**config.mk**
```make
export PLATFORM = sky130hd
export DESIGN_NAME = mem_access_unit
export DESIGN_NICKNAME = d
export VERILOG_FILES = /design/src/rtl/mem_access_unit_pkg.sv /design/src/rtl/mem_access_unit_lane_fmt.sv /design/src/rtl/mem_access_unit.sv
export SDC_FILE = /design/constraint.sdc
export NUM_CORES = 1
export LEC_CHECK = 0
export CAP_MARGIN = 30
export CELL_PAD_IN_SITES_DETAIL_PLACEMENT = 0
export CELL_PAD_IN_SITES_GLOBAL_PLACEMENT = 1
export CORE_MARGIN = 1.5
export CORE_UTILIZATION = 27
export CTS_BUF_LIST = sky130_fd_sc_hd__clkbuf_4
export DETAILED_ROUTE_END_ITERATION = 7
export PLACE_DENSITY_LB_ADDON = 0.1
export SYNTH_ARGS = -nofsm -noshare
export SYNTH_HDL_FRONTEND = slang
export SYNTH_HIERARCHICAL = 1
export SYNTH_SLANG_ARGS = --single-unit
```
**constraint.sdc**
```tcl
create_clock -name clk -period 4.8 [get_ports clk]
set_input_delay 0.48 -clock clk [delete_from_list [all_inputs] [get_ports clk]]
set_output_delay 0.48 -clock clk [all_outputs]
set_load 0.01 [all_outputs]
```
**src/rtl/mem_access_unit_pkg.sv**
```systemverilog
// Shared encodings for the M-stage memory access unit: load/store type codes,
// bus size codes and the handshake state machine states.
package mem_access_unit_pkg;

    localparam logic [7:0] LB  = 8'hE0;
    localparam logic [7:0] LBU = 8'hE1;
    localparam logic [7:0] LH  = 8'hE2;
    localparam logic [7:0] LHU = 8'hE3;
    localparam logic [7:0] LW  = 8'hE4;
    localparam logic [7:0] SB  = 8'hE5;
    localparam logic [7:0] SH  = 8'hE6;
    localparam logic [7:0] SW  = 8'hE7;

    localparam logic [1:0] SZ_B = 2'd0;
    localparam logic [1:0] SZ_H = 2'd1;
    localparam logic [1:0] SZ_W = 2'd2;

    typedef enum logic [1:0] {IDLE, REQ, WAIT, DONE} stateT;

    // Unknown codes fall into word size; they never reach the bus anyway.
    function automatic logic [1:0] sizeOf(input logic [7:0] code);
        case (code)
            LB, LBU, SB: sizeOf = SZ_B;
            LH, LHU, SH: sizeOf = SZ_H;
            default:     sizeOf = SZ_W;
        endcase
    endfunction

endpackage

```
**src/rtl/mem_access_unit_lane_fmt.sv**
```systemverilog
// Byte-lane formatting: store replication and byte enables, plus load lane
// select with sign/zero extension.
module mem_lane_fmt
    import mem_access_unit_pkg::*;
(
    input  logic [7:0]  alucontrol,
    input  logic [1:0]  addrLo,
    input  logic [31:0] storeData,
    input  logic [31:0] rdata,
    output logic [3:0]  wstrb,
    output logic [31:0] wdata,
    output logic [31:0] loadData
);

    logic [7:0]  byteSel;
    logic [15:0] halfSel;

    always_comb begin
        byteSel  = rdata[{addrLo, 3'b000} +: 8];
        halfSel  = addrLo[1] ? rdata[31:16] : rdata[15:0];
        wstrb    = 4'b0000;
        wdata    = '0;
        loadData = '0;
        case (alucontrol)
            SB: begin
                wstrb = 4'b0001 << addrLo;
                wdata = {4{storeData[7:0]}};
            end
            SH: begin
                wstrb = addrLo[1] ? 4'b1100 : 4'b0011;
                wdata = {2{storeData[15:0]}};
            end
            SW: begin
                wstrb = 4'b1111;
                wdata = storeData;
            end
            LB:      loadData = {{24{byteSel[7]}}, byteSel};
            LBU:     loadData = {24'd0, byteSel};
            LH:      loadData = {{16{halfSel[15]}}, halfSel};
            LHU:     loadData = {16'd0, halfSel};
            LW:      loadData = rdata;
            default: loadData = '0;
        endcase
    end

endmodule

```
**src/rtl/mem_access_unit.sv**
```systemverilog
// M-stage memory access unit: one SRAM-like bus transaction per load/store,
// with stall request, alignment exceptions and flush draining.
//
// state | meaning
// IDLE  | no access outstanding; a valid M instruction issues its request now
// REQ   | request presented, waiting for data_addr_ok
// WAIT  | request accepted, waiting for data_data_ok
// DONE  | result in readdataM; held while the hazard unit still stalls M
module mem_access_unit
    import mem_access_unit_pkg::*;
#(
    parameter int AW = 32,
    parameter int DW = 32
) (
    input  logic          clk,
    input  logic          rst,
    input  logic          memenM,
    input  logic          memwriteM,
    input  logic [7:0]    alucontrolM,
    input  logic          stallM,
    input  logic          flushM,
    input  logic [AW-1:0] aluoutM,
    input  logic [DW-1:0] writedataM,
    output logic [DW-1:0] readdataM,
    output logic          stallreqM,
    output logic          adelM,
    output logic          adesM,
    output logic [AW-1:0] badvaddrM,
    output logic          data_req,
    output logic          data_wr,
    output logic [1:0]    data_size,
    output logic [AW-1:0] data_addr,
    output logic [3:0]    data_wstrb,
    output logic [DW-1:0] data_wdata,
    input  logic          data_addr_ok,
    input  logic          data_data_ok,
    input  logic [DW-1:0] data_rdata
);

    stateT         state;
    logic          dropFlag;
    logic [DW-1:0] readReg;

    logic          isLoad, isStore, codeOk, misaligned, addrErr, start, reqActive;
    logic [1:0]    size;
    logic [3:0]    fmtStrb;
    logic [31:0]   fmtWdata, fmtLoad;

    mem_lane_fmt uLaneFmt (
        .alucontrol (alucontrolM),
        .addrLo     (aluoutM[1:0]),
        .storeData  (writedataM),
        .rdata      (data_rdata),
        .wstrb      (fmtStrb),
        .wdata      (fmtWdata),
        .loadData   (fmtLoad)
    );

    // Gating with rst keeps every output quiet for the whole reset pulse,
    // even while the M-stage inputs still present an instruction.
    always_comb begin
        isLoad     = ~memwriteM & (alucontrolM inside {LB, LBU, LH, LHU, LW});
        isStore    = memwriteM & (alucontrolM inside {SB, SH, SW});
        codeOk     = memenM & (isLoad | isStore);
        size       = sizeOf(alucontrolM);
        misaligned = ((size == SZ_H) & aluoutM[0]) | ((size == SZ_W) & (|aluoutM[1:0]));
        addrErr    = ~rst & codeOk & misaligned;
        start      = ~rst & (state == IDLE) & codeOk & ~misaligned & ~flushM;
        reqActive  = start | (state == REQ);
    end

    assign adelM      = addrErr & isLoad;
    assign adesM      = addrErr & isStore;
    assign badvaddrM  = addrErr ? aluoutM : '0;
    assign stallreqM  = start | (state == REQ) | (state == WAIT);
    assign data_req   = reqActive;
    assign data_wr    = reqActive & memwriteM;
    assign data_size  = reqActive ? size : 2'd0;
    assign data_addr  = !reqActive ? '0
                      : (size == SZ_W) ? {aluoutM[AW-1:2], 2'b00} : aluoutM;
    assign data_wstrb = reqActive ? fmtStrb : 4'b0000;
    assign data_wdata = reqActive ? fmtWdata : '0;
    assign readdataM  = readReg;

    always_ff @(posedge clk or posedge rst) begin
        if (rst) begin
            state    <= IDLE;
            dropFlag <= 1'b0;
            readReg  <= '0;
        end else begin
            case (state)
                IDLE: if (start) state <= data_addr_ok ? WAIT : REQ;
                REQ: begin
                    if (flushM)       dropFlag <= 1'b1;
                    if (data_addr_ok) state    <= WAIT;
                end
                WAIT: begin
                    if (flushM) dropFlag <= 1'b1;
                    if (data_data_ok) begin
                        dropFlag <= 1'b0;
                        // A killed access still drains on the bus, but its data is discarded.
                        if (dropFlag | flushM) begin
                            state <= IDLE;
                        end else begin
                            state   <= DONE;
                            readReg <= memwriteM ? '0 : fmtLoad;
                        end
                    end
                end
                DONE:    if (!stallM) state <= IDLE;
                default: state <= IDLE;
            endcase
        end
    end

    reqAckExclusive: assert property (@(posedge clk) disable iff (rst)
        !((state == REQ) && data_addr_ok && data_data_ok));

endmodule

```
* After elaboration in Yosys (flattened, before gate mapping)
Cells that the tools add are included.
Widths: inputs -> output; s select.
** Storage, ports and cells
- Register bits :: 35
- Input bits :: 112
** Cells by class
- Equality and inequality tests :: 17
- Shift-type cells :: 2
- Muxes and demuxes :: 23
- Bitwise gates (word level) :: 24
- Reduce and logical (&&, ||, !) cells :: 9
** Operator list (count)
- $pmux 32 s5 :: 1
- $mux 32 :: 4
- $pmux 32 s3 :: 1
- $eq 8x8->1 const B :: 8
- $shiftx 32x6->8 :: 1
- $mux 16 :: 1
- $mux 2 :: 8
- $and 1x1->1 :: 14
- $pmux 4 s3 :: 1
- $mux 4 :: 2
- $ne 2x2->1 const B :: 4
- $pmux 2 s4 :: 1
- $eq 2x2->1 const B :: 3
- $reduce_or 3->1 :: 2
- $not 1->1 :: 5
- $or 1x1->1 :: 5
- $reduce_bool 5->1 :: 1
- $eq 2x1->1 const B :: 2
- $pmux 2 s2 :: 1
- $reduce_and 4->1 :: 1
- $shl 1x2->4 const A :: 1
- $reduce_and 3->1 :: 1
- $reduce_bool 3->1 :: 1
- $logic_not 2->1 :: 1
- 4 further kinds :: 5

* Logic depth before layout (Yosys ltp)
Gate-level depths: netlist of the first run.
- Depth in word-level cells :: 11
- Gate-level depth with buffers :: 8
- Depth with buffers taken out :: 7

* Cells and area by module
The synthesis of the first run kept the hierarchy.
** By module, submodules not included
- mem_access_unit :: times used 1, cells each 309, area an instance 2462.4 µm², sequential area each 875.8 µm²
- mem_lane_fmt :: times used 1, cells each 201, area an instance 1375.1 µm², sequential area each 0.0 µm²

* Worst setup path after synthesis of the first run
Ideal clock, no wire load.
- Path type :: in2out
- From :: input rst
- To :: output data_size[0]
- Arrival :: 2.610 ns
- Data required time :: 4.320 ns
- Setup slack :: 1.710 ns
- Stages :: 5
- Buffers on the path :: 0
- Cell sequence :: inv_1 -> nand2_1 -> nor4_4 -> a31oi_4 -> a2111oi_1
** Between the ends
- Cells in the longest elaborated chain, start to end :: 7
** Ends and longest elaborated chain
- start: declaration :: line mem_access_unit.sv:16 : input logic rst,
- $not 1->1 :: line mem_access_unit.sv:68 : start = ~rst & (state == IDLE) & codeOk & ~misaligned & ~flushM;
- $and 1x1->1 (4 in a row) :: line mem_access_unit.sv:68
- $or 1x1->1 :: line mem_access_unit.sv:69 : reqActive = start | (state == REQ);
- $mux 2 :: line mem_access_unit.sv:78 : assign data_size = reqActive ? size : 2'd0;
- end: declaration :: line mem_access_unit.sv:31 : output logic [1:0] data_size,
Every way passes these cells.

* Final worst setup path of the first run
- From :: input alucontrolM[2]
- To :: output data_addr[7]
** Between the ends
- Cells in the longest elaborated chain, start to end :: 11
- Elaborated cells between the ends (all ways) :: 28
- Classes of those cells :: eq/ne (10); mux (2); bitwise (12); reduce/logical (4)
** Ends and longest elaborated chain
- start: declaration :: line mem_access_unit.sv:19 : input logic [7:0] alucontrolM,
- $eq 8x8->1, on equally long branches :: line mem_access_unit_pkg.sv:22, mem_access_unit.sv:62, mem_access_unit.sv:63
- $reduce_or 3->1 :: line mem_access_unit_pkg.sv:22 : case (code)
- $pmux 2 s2 :: line mem_access_unit_pkg.sv:22
- $eq 2x1->1 or $eq 2x2->1 (tied branches) :: line mem_access_unit.sv:66 : misaligned = ((size == SZ_H) & aluoutM[0]) | ((size == SZ_W) & (|aluoutM[1:0]));
- $and 1x1->1 :: line mem_access_unit.sv:66
- $or 1x1->1 :: line mem_access_unit.sv:66
- $not 1->1 :: line mem_access_unit.sv:68
- $and 1x1->1 (*) (2 in a row) :: line mem_access_unit.sv:68
- $or 1x1->1 (*) :: line mem_access_unit.sv:69
- $mux 32 (*) :: line mem_access_unit.sv:79 : assign data_addr = !reqActive ? '0
- end: declaration :: line mem_access_unit.sv:32 : output logic [AW-1:0] data_addr,
Every way passes the cells marked *; elsewhere a longest branch is shown, timed or not.

==> results of run 1 <==
## registers in the layout, summed over array words and instances (netlist names)
name	cells
readdataM	32
dropFlag	1
state	2
## worst max-delay path, cell delays in order
cell and delay, ns:
sky130_fd_sc_hd__clkdlybuf4s50_1 0.71, sky130_fd_sc_hd__o21a_1 0.23, sky130_fd_sc_hd__xor2_1 0.40, sky130_fd_sc_hd__nor4_4 0.13
sky130_fd_sc_hd__a31oi_4 0.18, sky130_fd_sc_hd__buf_4 0.59, sky130_fd_sc_hd__nor2b_1 0.09, sky130_fd_sc_hd__clkdlybuf4s50_1 0.57
## per-stage QoR
stage / instance area, um2 / power (mW) / util (%)
floorplan: 3840 / 0.670 / -
global placement: 6460 / 0.983 / 46.6
detailed placement: 6460 / 0.994 / 46.6
CTS: 6510 / 1.16 / 46.9
global route: 6530 / 1.23 / 47.1
finish: 6530 / 1.15 / 47.1
## power breakdown
part	leakage, nW	internal, mW	total (mW)	switching [mW]
Combinational	2.03	0.333	0.663	0.330
Clock	0.0285	0.0519	0.156	0.104
Sequential	0.482	0.311	0.327	0.0160
## layout by cell type, fill, tap and decap left out, types with 8 or more instances in the layout
cell type	count
sky130_fd_sc_hd__nand2b_1	35
sky130_fd_sc_hd__a211oi_1	8
sky130_fd_sc_hd__dfrtp_1	35
sky130_fd_sc_hd__o21ai_0	35
sky130_fd_sc_hd__and2_1	40
sky130_fd_sc_hd__clkdlybuf4s50_1	249
sky130_fd_sc_hd__a21o_1	25
sky130_fd_sc_hd__nand2_1	49
sky130_fd_sc_hd__nor2b_1	81
sky130_fd_sc_hd__a22oi_1	18
sky130_fd_sc_hd__inv_1	10
sky130_fd_sc_hd__buf_4	10
sky130_fd_sc_hd__a21oi_1	27
sky130_fd_sc_hd__a221o_1	11
sky130_fd_sc_hd__nor2_1	25
## per-layer routing
metal  global-route usage [%]  part of all wire [%]  wire, um
met2                     40.0                    52      8660
met1                     26.4                    40      6750
met4                     5.38                   1.5       255
met5                        0                     0         0
met3                     3.81                   6.2      1040
## kinds of logic after synthesis
| kind of cell | synth area share [%] |
|---|---|
| and+or+nand+nor | 38.9 |
| AOI/OAI and AO/OA | 24.7 |
| buffers and inverters | 5.77 |
| DFF | 22.8 |
| muxes | 5.74 |
| adders and majority gates | 1.63 |
| xor gates and xnor gates | 0.457 |
## area by class of cell
class                   instances  area (um2)
well taps                     180         225
flip-flops and latches         35         876
repair buffers                261        2590
fillers                      1400        7350
diodes                          1        2.50
clock buffers                   5        37.5
multi-input cells             423        2750
clock inverters                 2        8.76
inverters                      10        37.5
## how the worst min path moves through the flow
stage	from	end	slack (ns)
floorplan	dropFlag$_DFFE_PP0P_	dropFlag$_DFFE_PP0P_	0.52
global placement	readdataM[20]$_DFFE_PP0P_	readdataM[20]$_DFFE_PP0P_	0.46
detailed placement	readdataM[12]$_DFFE_PP0P_	readdataM[12]$_DFFE_PP0P_	0.47
CTS	readdataM[12]$_DFFE_PP0P_	readdataM[12]$_DFFE_PP0P_	0.50
global route	readdataM[5]$_DFFE_PP0P_	readdataM[5]$_DFFE_PP0P_	0.51
finish	readdataM[12]$_DFFE_PP0P_	readdataM[12]$_DFFE_PP0P_	0.49
==> results_dict.tcl, run 1 <==
set metrics [dict create \
    first_global_vias 4538 \
    synth.net_count 627 \
    filler_free_cell_count_of_the_finished_design 917 \
    seq_area_frac_synth_pct 22.8 \
    ant_nets 0 \
    vias 4563 \
    power_per_cell_area_nw_per_um2 175 \
    grt_first_pass_wirelength_um 25000 \
    rr_worst_depth 7 \
    firstDrtPassIters 5 \
    fp.coreArea_um2 13900 \
    leakage_nw 2.54 \
    synth-seq-cells 35 \
    dp_cells 908 \
    die_h_um 122 \
    num_rows 43 \
    post-dp-hpwl_um 13000 \
    post-place-ws_ns 0.864 \
    report.final.slew_viol_count 0 \
    synth.largest_area_cell "sky130_fd_sc_hd__dfrtp_1" \
    layout_setup_ws_ns 0.899 \
    yosysTopAreaCellShare_pct 22.8 \
    post_synth.cell_area_avg_um2 7.52 \
    r2r_end "state[1]$_DFFE_PP0P_" \
    r2r_path_start "state[0]$_DFFE_PP0P_" \
    post-cts-setup-buffers 0 \
    crit_arrival_ns 3.42 \
    share_of_async_settable_or_async_resettable_flops_after_synthesis_pct 100 \
    endpoint_kind "output port" \
    die_w_um 122 \
    cts_tree "built" \
    netlist_top_cells_count "81 x sky130_fd_sc_hd__nor2b_1, 50 x sky130_fd_sc_hd__nand2_1, 40 x sky130_fd_sc_hd__and2_1" \
    crit_path_start_kind "input port" \
    cp_max_fo 72 \
    synthesis.instances 510 \
    max_clock_freq_mhz 256 \
    grt_setup_unrepaired "no" \
    measured_slew_at_the_worst_slew_check_pin_ns 1.05 \
    crit_end "data_addr[7]" \
    timing.critical_path.required_ns 4.32 \
    via_per_inst 4.98 \
    synth-edff-count 0 \
    fin_nets 853 \
    layout-drive-gt1-share_pct 4.62 \
    outcome "complete, no violations" \
    track_usage_pct 21.9 \
    slew_headroom_pct 29.7 \
    port-buffer-count 250 \
    post_cts.resized_instances 0 \
    ctsLongestPathBuffers 2 \
    hold_path.class "reg2reg" \
    wire_per_inst_um 18.2 \
    design.die.area_um2 14900 \
    synth_warnings 6 \
    routed_wl_um 16700 \
    gr-total-overflow 0 \
    yosys-top-cells-area "sky130_fd_sc_hd__dfrtp_1 23%, sky130_fd_sc_hd__nor2b_1 13%, sky130_fd_sc_hd__and2_1 6.5%" \
    routabilityCongestion 0.922 \
    ctsRootBufferMaster "sky130_fd_sc_hd__clkbuf_4" \
    yosysMostFrequentCell "sky130_fd_sc_hd__nor2b_1" \
    path_clk_slew_ns 0.11 \
    worst_hold_path.num_cells 2 \
    remaining_drc_errors 0 \
    setup_total_negative_slack_ns 0 \
    largest_net_degree_at_the_start_of_global_routing 73 \
    sink_count 35 \
    io_pins 251 \
    setup_violations 0 \
    area_added_between_synthesis_and_finish_pct 70.2 \
    regToRegSetupSlack_ns 2.86 \
    antenna_violations_before_repair 1 \
    synthFlopType "sky130_fd_sc_hd__dfrtp_1" \
    numCtsBuffers 5 \
    synth_area_um2 3840 \
    post_synth_num_cell_types 50 \
    ctsHtreeMaxLevel 2 \
    final.setup_skew_ns 0.0138 \
    number_of_maximum_capacitance_violations 0 \
    worst_skew_pair.late_latency_ns 0.35 \
    fin_crit_sh_pct 81.3 \
    final_period_minus_worst_setup_slack_ns 3.90 \
    report.final.hold_viol_count 0 \
    drtIter0Drc 299 \
    hold_slack_ns 0.493 \
    setup.worst_path.start "alucontrolM[2]" \
    setup.worst_path.class "in2out" \
    power.ir.vdd_worst_mv 0.0880 \
    postCtsHoldBufs 0 \
    initial_utilization_pct 27.6 \
]
No activity file was read; power rests on OpenSTA's default activity.
==> run 2: changes to the inputs <==
Settings changed: CORE_UTILIZATION 27 to 23.
Clock period 4.8 ns to 3.33 ns, I/O delays scaled along.
==> run 2 against run 1 <==
Effect of this change:
- clock power rose by 42%
- combinational power is 47% higher
- routed wire length grew 4.6%
- critical path depth did not move
- final area up 2.6%
- via count up 0.46%
- non-clock buffer count is 15 higher
- first-iteration DRC count down 38%
- worst hold slack got worse by 0.0087 ns
- critical path type unchanged
- largest power group unchanged
- sequential power increased by 45%
- utilization down 6.4 points
==> results_dict.tcl, run 2 (synthesis results as in run 1) <==
set metrics [dict create \
    outcome "complete, no violations" \
    setup.worst_path.class "in2out" \
    layout-drive-gt1-share_pct 6.53 \
    ant_nets 0 \
    layout.cells.most_common "sky130_fd_sc_hd__clkdlybuf4s50_1" \
    setup_violations 0 \
    place_area_um2 6650 \
    crit_arrival_ns 2.81 \
    remaining_drc_errors 0 \
    power.ir.vdd_worst_mv 0.125 \
    report.final.slew_viol_count 0 \
    routabilityCongestion 0.847 \
    dp_cells 964 \
    initial_utilization_pct 23.3 \
    multiInputGateArea_um2 2750 \
    via_per_inst 4.72 \
    r2r_end "readdataM[5]$_DFFE_PP0P_" \
    setup_total_negative_slack_ns 0 \
    final_area_um2 6700 \
    num_rows 47 \
    max_clock_freq_mhz 318 \
    worst_hold_path.num_cells 2 \
    fp.coreArea_um2 16500 \
    fin_crit_sh_pct 94.3 \
    track_usage_pct 19.6 \
    mostFrequentLayoutCells "248 x sky130_fd_sc_hd__clkdlybuf4s50_1, 81 x sky130_fd_sc_hd__nor2b_1, 49 x sky130_fd_sc_hd__nand2_1" \
    die_w_um 132 \
    power_per_cell_area_nw_per_um2 249 \
    drtIter0Drc 184 \
    post-dp-hpwl_um 13900 \
    postCtsHoldBufs 0 \
    routed_wl_um 17500 \
    timing.critical_path.required_ns 3.00 \
    largest_net_degree_at_the_start_of_global_routing 73 \
    final.setup_skew_ns 0.00752 \
    sequential_cell_area_um2 876 \
    io_pins 251 \
    gr-total-overflow 0 \
    area_added_between_synthesis_and_finish_pct 74.6 \
    ctsRootBufferMaster "sky130_fd_sc_hd__clkbuf_4" \
    cp_max_fo 29 \
    grt_first_pass_wirelength_um 27000 \
    first_global_vias 4878 \
    final_period_minus_worst_setup_slack_ns 3.14 \
    sink_count 35 \
    r2r_path_start "state[0]$_DFFE_PP0P_" \
    fin_nets 868 \
    finalCoreUtilization_pct 40.7 \
    worst_skew_pair.late_latency_ns 0.34 \
    holdCritStartpoint "readdataM[12]$_DFFE_PP0P_" \
    wire_per_inst_um 18.0 \
    nFillCells 1698 \
    report.final.hold_viol_count 0 \
    number_of_flip_flops_in_the_largest_register 32 \
    path_clk_slew_ns 0.09 \
    cts_tree "built" \
    rr_worst_depth 7 \
    post-cts-setup-buffers 0 \
    firstDrtPassIters 4 \
    ctsHtreeMaxLevel 2 \
    hold_path.class "reg2reg" \
    slew_headroom_pct 55.2 \
    measured_slew_at_the_worst_slew_check_pin_ns 0.670 \
    antenna_violations_before_repair 1 \
    ctsLongestPathBuffers 2 \
    port-buffer-count 250 \
    min_delay_worst_endpoint "readdataM[12]$_DFFE_PP0P_" \
    regToRegSetupSlack_ns 1.37 \
    leakage_nw 2.64 \
    number_of_maximum_capacitance_violations 0 \
    crit_path_start_kind "input port" \
    design.die.area_um2 17500 \
    die_h_um 132 \
    grt_setup_unrepaired "no" \
    filler_free_cell_count_of_the_finished_design 971 \
    endpoint_kind "output port" \
    numCtsBuffers 5 \
    vias 4584 \
]
## run 2: per-stage QoR
stage / setup slack, ns / total power [mW] / hold slack (ns)
after floorplan: 0.534 / 0.966 / 0.440
after global placement: 0.0815 / 1.44 / 0.460
after detailed placement: 0.000672 / 1.45 / 0.471
after CTS: 0.144 / 1.69 / 0.494
after global routing: 0.0417 / 1.78 / 0.521
final: 0.190 / 1.67 / 0.484
## run 2: layout make-up
cell class | instances | share of cell area, %
Multi-Input combinational cell | 423 | 41.1
Inverter | 10 | 0.560
Sequential cell | 35 | 13.1
Antenna cell | 1 | 0.0374
Tap cell | 220 | 4.11
Clock buffer | 6 | 0.672
Timing Repair Buffer | 276 | 40.5
## run 2: how the worst max path moves through the flow
| stage | startpoint | end | slack, ns | depth (start not counted) |
|---|---|---|---|---|
| after floorplan | rst | data_size[0] | 0.53 | 5 |
| after global placement | alucontrolM[0] | data_wstrb[0] | 0.08 | 8 |
| after detailed placement | alucontrolM[2] | data_wstrb[2] | 0.0007 | 8 |
| after CTS | alucontrolM[0] | badvaddrM[1] | 0.14 | 8 |
| after global routing | alucontrolM[2] | data_wdata[10] | 0.04 | 8 |
| final | alucontrolM[0] | badvaddrM[18] | 0.19 | 8 |
## run 2: report_power, final
part / internal, mW / total (mW) / switching (mW)
registers: 0.448 / 0.473 / 0.0244
clock network: 0.0832 / 0.221 / 0.137
logic: 0.492 / 0.972 / 0.480
## run 2: what timing repair did
action / in CTS / in global routing
gates resized for setup: 1 / 1
endpoints found under the setup margin: 1 / 1
pin swaps: 0 / 0
hold endpoints to repair: 0 / 0
## run 2: per-layer routing
| metal | track usage, % | up-vias | part of all wire [%] |
|---|---|---|---|
| met5 | 0 | - | 0 |
| met4 | 4.64 | 0 | 1.6 |
| met3 | 3.96 | 15 | 6.3 |
| met2 | 36.6 | 186 | 51 |
| met1 | 22.8 | 2151 | 41 |
| li1 | - | 2232 | - |
## run 2: critical path, cell delays in order
cell and delay [ns]:
sky130_fd_sc_hd__clkdlybuf4s50_1 0.44, sky130_fd_sc_hd__buf_4 0.17, sky130_fd_sc_hd__o311a_1 0.40, sky130_fd_sc_hd__buf_4 0.18
sky130_fd_sc_hd__nor4_4 0.31, sky130_fd_sc_hd__buf_12 0.21, sky130_fd_sc_hd__and2_1 0.13, sky130_fd_sc_hd__clkdlybuf4s50_1 0.61
